File: config.mk
export PLATFORM = sky130hd
export DESIGN_NAME = exibe_jogadas
export DESIGN_NICKNAME = d
export VERILOG_FILES = /design/src/rtl/exibe_jogadas_pkg.sv /design/src/rtl/exibe_jogadas_contador.sv /design/src/rtl/exibe_jogadas.sv
export SDC_FILE = /design/constraint.sdc
export NUM_CORES = 1
export LEC_CHECK = 0
export BUFFER_PORTS_ARGS = -buffer_cell sky130_fd_sc_hd__buf_4
export CORE_MARGIN = 2
export CORE_UTILIZATION = 58
export CTS_CLUSTER_DIAMETER = 30
export CTS_CLUSTER_SIZE = 24
export DETAILED_ROUTE_END_ITERATION = 16
export GPL_TIMING_DRIVEN = 1
export PLACE_DENSITY = 0.87
export SYNTH_ARGS = -nofsm -noshare
export SYNTH_HDL_FRONTEND = slang
export SYNTH_SLANG_ARGS = --single-unit
File: constraint.sdc
create_clock -name clock -period 3.5 [get_ports clock]
set_clock_uncertainty 0.1 [all_clocks]
set_input_delay 0.175 -clock clock [delete_from_list [all_inputs] [get_ports clock]]
set_output_delay 0.175 -clock clock [all_outputs]
set_load 0.05 [all_outputs]
File: src/rtl/exibe_jogadas_pkg.sv
// Shared definitions for the play presenter.
// State codes double as the debug display value.
package exibe_jogadas_pkg;

  typedef enum logic [3:0] {
    IDLE    = 4'd0,
    CARREGA = 4'd1,
    ACESO   = 4'd2,
    APAGADO = 4'd3,
    FIM     = 4'd4
  } estado_t;

  localparam int ON_CYCLES_DEF  = 500;
  localparam int OFF_CYCLES_DEF = 250;

  function automatic int max_int(input int a, input int b);
    return (a > b) ? a : b;
  endfunction

endpackage

File: src/rtl/exibe_jogadas_contador.sv
// Modulo-M counter: wraps to 0 after reaching i_max.
// o_fim flags the terminal count.
module contador_m #(
  parameter int W = 4
) (
  input  logic         clock,
  input  logic         reset,
  input  logic         i_clr,
  input  logic         i_en,
  input  logic [W-1:0] i_max,
  output logic         o_fim
);

  logic [W-1:0] r_q;

  always_ff @(posedge clock or negedge reset) begin
    if (!reset) begin
      r_q <= '0;
    end else if (i_clr) begin
      r_q <= '0;
    end else if (i_en) begin
      if (r_q == i_max) r_q <= '0;
      else              r_q <= r_q + W'(1);
    end
  end

  assign o_fim = (r_q == i_max);

endmodule

File: src/rtl/exibe_jogadas.sv
// Memory game sequence presenter: lights each stored
// play for ON_CYCLES, dark for OFF_CYCLES, then pulses pronto.
module exibe_jogadas
  import exibe_jogadas_pkg::*;
#(
  parameter int DATA_W     = 4,
  parameter int ADDR_W     = 4,
  parameter int ON_CYCLES  = ON_CYCLES_DEF,
  parameter int OFF_CYCLES = OFF_CYCLES_DEF
) (
  input  logic              clock,
  input  logic              reset,
  input  logic              iniciar,
  input  logic              cancelar,
  input  logic [ADDR_W-1:0] limite,
  input  logic [DATA_W-1:0] dado,
  output logic [ADDR_W-1:0] endereco,
  output logic [DATA_W-1:0] leds,
  output logic              ocupado,
  output logic              pronto,
  output logic [3:0]        db_estado
);

  localparam int MAXC = max_int(ON_CYCLES, OFF_CYCLES);
  localparam int TW   = (MAXC > 1) ? $clog2(MAXC) : 1;

  estado_t           r_estado;
  estado_t           w_next;
  logic [ADDR_W-1:0] r_endereco;
  logic [ADDR_W-1:0] r_limite;
  logic [DATA_W-1:0] r_leds;
  logic              r_pronto;

  logic              w_clr;
  logic              w_en;
  logic              w_fim;
  logic              w_abort;
  logic              w_ultimo;
  logic [TW-1:0]     w_max;

  assign w_abort  = cancelar && (r_estado != IDLE);
  assign w_ultimo = (r_endereco == r_limite);
  assign w_max    = (r_estado == ACESO) ? TW'(ON_CYCLES - 1)
                                        : TW'(OFF_CYCLES - 1);

  contador_m #(
    .W (TW)
  ) u_timer (
    .clock (clock),
    .reset (reset),
    .i_clr (w_clr),
    .i_en  (w_en),
    .i_max (w_max),
    .o_fim (w_fim)
  );

  always_comb begin
    w_next = r_estado;
    w_clr  = 1'b0;
    w_en   = 1'b0;
    if (w_abort) begin
      w_next = IDLE;
      w_clr  = 1'b1;
    end else begin
      unique case (r_estado)
        IDLE: begin
          w_clr = 1'b1;
          if (iniciar) w_next = CARREGA;
        end
        CARREGA: begin
          w_clr  = 1'b1;
          w_next = ACESO;
        end
        ACESO: begin
          w_en = 1'b1;
          if (w_fim) w_next = APAGADO;
        end
        APAGADO: begin
          w_en = 1'b1;
          if (w_fim) w_next = w_ultimo ? FIM : CARREGA;
        end
        FIM:     w_next = IDLE;
        default: w_next = IDLE;
      endcase
    end
  end

  always_ff @(posedge clock or negedge reset) begin
    if (!reset) begin
      r_estado   <= IDLE;
      r_endereco <= '0;
      r_limite   <= '0;
      r_leds     <= '0;
      r_pronto   <= 1'b0;
    end else begin
      r_estado <= w_next;
      r_pronto <= (w_next == FIM);
      if (w_abort) begin
        r_leds     <= '0;
        r_endereco <= '0;
      end else if (r_estado == IDLE && iniciar) begin
        r_limite   <= limite;
        r_endereco <= '0;
      end else if (r_estado == CARREGA) begin
        r_leds <= dado;
      end else if (r_estado == ACESO && w_fim) begin
        r_leds <= '0;
      end else if (r_estado == APAGADO && w_fim && !w_ultimo) begin
        r_endereco <= r_endereco + ADDR_W'(1);
      end
    end
  end

  assign endereco  = r_endereco;
  assign leds      = r_leds;
  assign pronto    = r_pronto;
  assign ocupado   = (r_estado != IDLE);
  assign db_estado = r_estado;

endmodule

==> run_results.csv, run 1 <==
group,metric,value,unit
run_status,status,"completed",
cts,cts.sinks,26,
timing,fin_hold_ws,0.0279,ns
timing,hold_viol,0,
timing,timing.final.crit_share,59.9,%
min_path,whs_endpoint,"u_timer.r_q[0]$_DFFE_PN0P_",
timing,rsz0062_at_grt,"false",
synthesis,synth_seq_area_share,47.8,%
grt,grt_usage,27.9,%
synthesis,synthTopCellsByArea,"dfrtp_1, xor2_1, mux2_2",
placement,dpl.hpwl,2420,um
floorplan,io_pins,26,
grt,grt_pass1_wl,5520,um
detailed_routing,avgViaCountPerCell,6.36,
worst_setup_path,crit_type,"register to primary output",
worst_setup_path,crit_fanout,9,
worst_setup_path,r2r-end,"endereco[0]$_DFFE_PN0P_",
floorplan,dieArea,0.00275,sq mm
cts,clk_pin_slew,0.14,ns
synthesis,synth_seq_cells,26,
worst_setup_path,r2r_cells,4,
placement,gp_congestion,0.793,
placement,io_buffers,25,
cts,clock_latency,0.31,ns
detailed_routing,wl_met1,1410,um
synthesis,synth_top_family_by_area,"simple AND/OR/NAND/NOR gates",
detailed_routing,first_iter_violations,28,
cts,cts-root-buf,"clkbuf_4",
synthesis,synth.net_count,136,
floorplan,start_util,61.6,%
synthesis,yosysTopAreaCell,"dfrtp_1",
detailed_routing,highest_layer,"met4",
layout,nNetsFinal,174,
floorplan,die_y,52.5,um
synthesis,synth_compound_area_share,12.9,%
floorplan,rows,17,
placement,place_ws,1.59,ns
cts,post-cts-setup-buffers,0,
power,ir_drop,277,uV
worst_setup_path,start_kind,"register",
layout,area_growth,25.3,%
synthesis,synthMuxAreaShare,5.51,%
cts,cts_tree,"built",
timing,fmax,477,MHz
power,power,0.581,mW
timing,setup_viol,0,
synthesis,avgSynthCellArea,11.2,sq um
cts,cts_buffer_depth,2,
floorplan,fp.dieW,52.5,um
run,drv_cap,0,
timing,timing.slew.headroom,52.4,%
cts,htreeDepth,1,
synthesis,synth_fa_ha_area_share,1.84,%
floorplan,coreArea,0.00221,sq mm
synthesis,synth_cell_types,45,
layout,num_antenna_cells,0,
layout,regArea,651,sq um
synthesis,synth_xor_area_share,6.43,%
detailed_routing,drc,0,
layout,multi_input_area,697,sq um
synthesis,syn_area,0.00136,sq mm
detailed_routing,drt-total-wl,3480,um
layout,layout_common_cells,"dfrtp_1, buf_4, xor2_1",
layout,utilization,77.2,%
placement,placedCellCount,174,
synthesis,yosys.area_share.simple,24.2,%
detailed_routing,wl_met3,125,um
min_path,min_path_cells,2,
grt,grt_overflow_total,0,
grt,antenna_found_initial,0,
min_path,hold_path_class,"input pin to register",
timing,min_period,2.10,ns
cts,numCtsBuffers,3,
timing,setup_tns,0,ns
placement,placed_cell_area,0.00158,sq mm
layout,num-fill-cells,149,
power,power_density,340,mW/mm^2
detailed_routing,via_count,1190,
worst_setup_path,cp-end-kind,"primary output",
worst_setup_path,r2r-start,"db_estado[1]$_DFF_PN0_",
layout,drive_gt1_share,29.6,%
min_path,min-delay-start,"cancelar",
timing,worst_pin_slew,0.704,ns
detailed_routing,avgRoutedWirePerCell,18.6,um
synthesis,postSynthCellCount,122,
worst_setup_path,required,3.22,ns
detailed_routing,ant_nets,0,
timing,slew_violations,0,
grt,grt_pass1_vias,1180,
synthesis,async_flop_share,100,%
synthesis,synth_flop_cell,"dfrtp_1",
worst_setup_path,ff2ff_setup_slack,1.55,ns
synthesis,yosysWarnings,0,
synthesis,yosysTopAreaCellShare,47.8,%
grt,grt_max_degree,27,
layout,finalInstanceArea,0.00171,sq mm
timing,postLayoutSetupSlackWorst,1.40,ns
synthesis,synth-edff-count,0,
layout,final-instance-count-excl-fill,187,
worst_setup_path,critPathArrivalTime,1.82,ns
layout,mostFrequentLayoutCell,"dfrtp_1",
detailed_routing,drt_first_pass_iters,4,
detailed_routing,wl_met2,1880,um
power,p_leak,0.778,nW
==> registers in the layout (all words and copies together), names as in the netlist <==
register	cells
u_timer.r_q	9
db_estado	4
endereco	4
leds	4
r_limite	4
pronto	1
==> cells in the mapped netlist (2+ instances only) <==
library cell and number:
a21oi_1 5, a22o_1 4, and3_1 3, and4_2 2, dfrtp_1 26, ha_1 2, inv_1 3, mux2_2 4
mux2i_1 3, nand2_1 5, nand3_1 5, nand4_1 4, nor2_1 3, nor3_1 7, nor4_1 4, o21ai_0 4
xor2_1 10
==> per-layer routing <==
metal | GRT usage (%) | up-vias
li1 | - | 542
met1 | 32.3 | 602
met2 | 50.8 | 38
met3 | 3.14 | 8
met4 | 12.4 | 0
met5 | 0 | -
==> worst max path at each step <==
stage,end,slack (ns),cells past startpoint,from
final,ocupado,1.40,3,db_estado[1]$_DFF_PN0_
after detailed placement,endereco[0]$_DFFE_PN0P_,1.59,4,db_estado[1]$_DFF_PN0_
after CTS,ocupado,1.42,3,db_estado[0]$_DFF_PN0_
after global placement,endereco[3]$_DFFE_PN0P_,1.71,4,endereco[0]$_DFFE_PN0P_
after global routing,ocupado,1.24,3,db_estado[0]$_DFF_PN0_
after floorplan,leds[0]$_DFFE_PN0P_,1.41,4,db_estado[1]$_DFF_PN0_
==> where the power goes <==
| group | internal [mW] | leakage, nW | switching (mW) | total [mW] |
|---|---|---|---|---|
| logic | 0.0423 | 0.407 | 0.0629 | 0.105 |
| clock network | 0.0635 | 0.0210 | 0.0852 | 0.149 |
| registers | 0.314 | 0.350 | 0.0132 | 0.327 |
==> cell families after synthesis <==
logic type	after synthesis
AND/OR/NAND/NOR	49
flip-flops	26
AO/OA/AOI/OAI	23
XOR/XNOR	10
multiplexers	7
buffers and inverters	4
adder cells (fa/ha/maj)	2
other	1
==> layout make-up <==
type | count | share of cell area (%)
Multi-Input combinational cell | 92 | 40.8
Tap cell | 28 | 2.05
Sequential cell | 26 | 38.1
Timing Repair Buffer | 34 | 16.3
Clock buffer | 4 | 2.12
Inverter | 3 | 0.659
==> worst max-delay path, cell delays in order, from the launching register on <==
cell and delay [ns]:
dfrtp_1 0.49, nor4_1 0.60, inv_1 0.18, buf_4 0.23
==> repair_timing <==
item,CTS,global route
gates resized for setup,0,0
hold buffers,8,1
hold endpoints to repair,33,1
Power figures use the tool's default switching activity.
==> run 2, diff against run 1 <==
--- a/config.mk
+++ b/config.mk
@@ -7,12 +7,12 @@
 export LEC_CHECK = 0
 export BUFFER_PORTS_ARGS = -buffer_cell sky130_fd_sc_hd__buf_4
 export CORE_MARGIN = 2
-export CORE_UTILIZATION = 58
+export CORE_UTILIZATION = 49
 export CTS_CLUSTER_DIAMETER = 30
 export CTS_CLUSTER_SIZE = 24
 export DETAILED_ROUTE_END_ITERATION = 16
 export GPL_TIMING_DRIVEN = 1
-export PLACE_DENSITY = 0.87
+export PLACE_DENSITY = 0.79
 export SYNTH_ARGS = -nofsm -noshare
 export SYNTH_HDL_FRONTEND = slang
 export SYNTH_SLANG_ARGS = --single-unit
==> constraint.sdc (replaced) <==
create_clock -name clock -period 1.8 [get_ports clock]
set_clock_uncertainty 0.1 [all_clocks]
set_input_delay 0.09 -clock clock [delete_from_list [all_inputs] [get_ports clock]]
set_output_delay 0.09 -clock clock [all_outputs]
set_load 0.05 [all_outputs]
==> run_results.csv, run 2 (synthesis results as in run 1) <==
group,metric,value,unit
run_status,status,"completed",
cts,cts_buffer_depth,2,
cts,numCtsBuffers,3,
layout,layout_common_cells,"buf_4, dfrtp_1, dlygate4sd3_1",
timing,hold_viol,0,
grt,grt_max_degree,27,
power,p_clk_share,31.5,%
cts,cts.sinks,26,
cts,clk_pin_slew,0.15,ns
grt,antenna_found_initial,0,
timing,slew_violations,0,
detailed_routing,avgViaCountPerCell,5.84,
worst_setup_path,crit_fanout,8,
cts,cts-root-buf,"clkbuf_4",
cts,clock_latency,0.33,ns
worst_setup_path,slowest_delay,0.54,ns
grt,grt_overflow_total,0,
power,swShare,25.5,%
layout,regMostFlops,"u_timer.r_q",
power,p_comb_share,17.7,%
layout,mostFrequentLayoutCell,"buf_4",
cts,cts_tree,"built",
grt,grt_usage,21.0,%
floorplan,coreArea,0.00269,sq mm
timing,setup_tns,0,ns
floorplan,fp.dieW,56.7,um
floorplan,rows,19,
layout,nNetsFinal,185,
power,power,1.25,mW
layout,largest_reg_flops,9,
power,power_density,669,mW/mm^2
timing,postLayoutSetupSlackWorst,0.0415,ns
timing,timing.final.crit_share,97.7,%
detailed_routing,drt_first_pass_iters,4,
power,p_seq_share,50.8,%
worst_setup_path,crit_path_top_delay_cell,"or4_4",
power,switchingPower,0.319,mW
worst_setup_path,crit_type,"register to register",
worst_setup_path,start_kind,"register",
grt,grt_pass1_vias,1172,
worst_setup_path,critPathArrivalTime,1.93,ns
placement,place_ws,0.0337,ns
placement,gp_congestion,0.816,
placement,dpl.hpwl,2180,um
worst_setup_path,ff2ff_setup_slack,0.04,ns
detailed_routing,via_count,1173,
power,p_leak,0.837,nW
floorplan,dieArea,0.00322,sq mm
power,power.internal,0.934,mW
layout,area_growth,37.4,%
cts,htreeDepth,1,
placement,io_buffers,25,
timing,fmax,569,MHz
grt,grt_pass1_wl,5410,um
worst_setup_path,cp-end-kind,"register",
detailed_routing,first_iter_violations,43,
power,ir_drop,693,uV
layout,num_antenna_cells,0,
timing,rsz0062_at_grt,"true",
floorplan,die_y,56.7,um
detailed_routing,drc,0,
worst_setup_path,crit_chain,"and4bb_4 > nand3_4 > or4_4 > a21oi_2",
min_path,hold_path_class,"input pin to asynchronous set/reset pin",
floorplan,start_util,50.7,%
detailed_routing,drt-total-wl,3210,um
floorplan,io_pins,26,
timing,setup_viol,0,
run,drv_cap,0,
layout,drive_gt1_share,41.2,%
worst_setup_path,required,1.97,ns
detailed_routing,ant_nets,0,
timing,min_period,1.76,ns
detailed_routing,avgRoutedWirePerCell,16.0,um
## run 2: cell count changes in the layout (fill, tap and decap cells not counted), moves of 2 or more
cell,change
nor4_1,-3
buf_4,+8
nor4_2,+2
dfrtp_1,-8
dfrtp_2,+8
dlygate4sd3_1,+2
## run 2: through the flow
| stage | utilization, % | hold slack (ns) | instances | area, sq um |
|---|---|---|---|---|
| after floorplan | - | -0.306 | 122 | 1390 |
| after global placement | 62.1 | -0.0899 | 185 | 1670 |
| after detailed placement | 62.1 | -0.0843 | 185 | 1670 |
| after CTS | 68.3 | 0.0825 | 200 | 1840 |
| after global routing | 69.7 | 0.0856 | 201 | 1870 |
| final | 69.7 | 0.0808 | 201 | 1870 |
## run 2: path summary, 6_finish.rpt
path / from / cells past startpoint / end
hold reg to reg: leds[0]$_DFFE_PN0P_ / 1 / leds[0]$_DFFE_PN0P_
max in group asynchronous: reset / 2 / db_estado[3]$_DFF_PN0_
setup / recovery: u_timer.r_q[8]$_DFFE_PN0P_ / 4 / endereco[3]$_DFFE_PN0P_
min in group clock: dado[0] / 3 / leds[0]$_DFFE_PN0P_
setup reg to reg: u_timer.r_q[8]$_DFFE_PN0P_ / 4 / endereco[3]$_DFFE_PN0P_
hold / removal: reset / 2 / endereco[3]$_DFFE_PN0P_
## run 2: power groups by stage
stage	logic [mW]	registers, mW	clock network, mW
final	0.222	0.636	0.395
after global routing	0.239	0.640	0.437
after CTS	0.211	0.634	0.407
after detailed placement	0.191	0.646	0
after global placement	0.187	0.644	0
after floorplan	0.0918	0.667	0
## run 2: area by class of cell
cell class | count | area [sq um]
well taps | 31 | 38.8
inverters | 3 | 11.3
fillers | 209 | 815
multi-input cells | 92 | 739
flip-flops and latches | 26 | 661
clock buffers | 3 | 22.5
clock inverters | 1 | 30.0
repair buffers | 45 | 369
## run 2: per-layer routing
layer | track usage [%] | share of wire, % | vias to the layer above
met4 | 4.32 | 1.2 | 0
met1 | 28.5 | 44 | 577
li1 | - | - | 560
met3 | 2.76 | 3.7 | 4
met2 | 36.0 | 51 | 32
met5 | 0 | 0 | -
## run 2: critical path, delay by kind of cell, from the launching register on
kind	cells	cell delay, ns
simple gates	3	1.03
flops	1	0.44
compound gates	1	0.14
## run 2: what timing repair did
action,in CTS,in global routing
buffers inserted,0,1
pin swaps,0,2
hold buffers,11,0
setup endpoints to repair,2,6
gates resized for setup,1,5
endpoints found under the hold margin,45,0
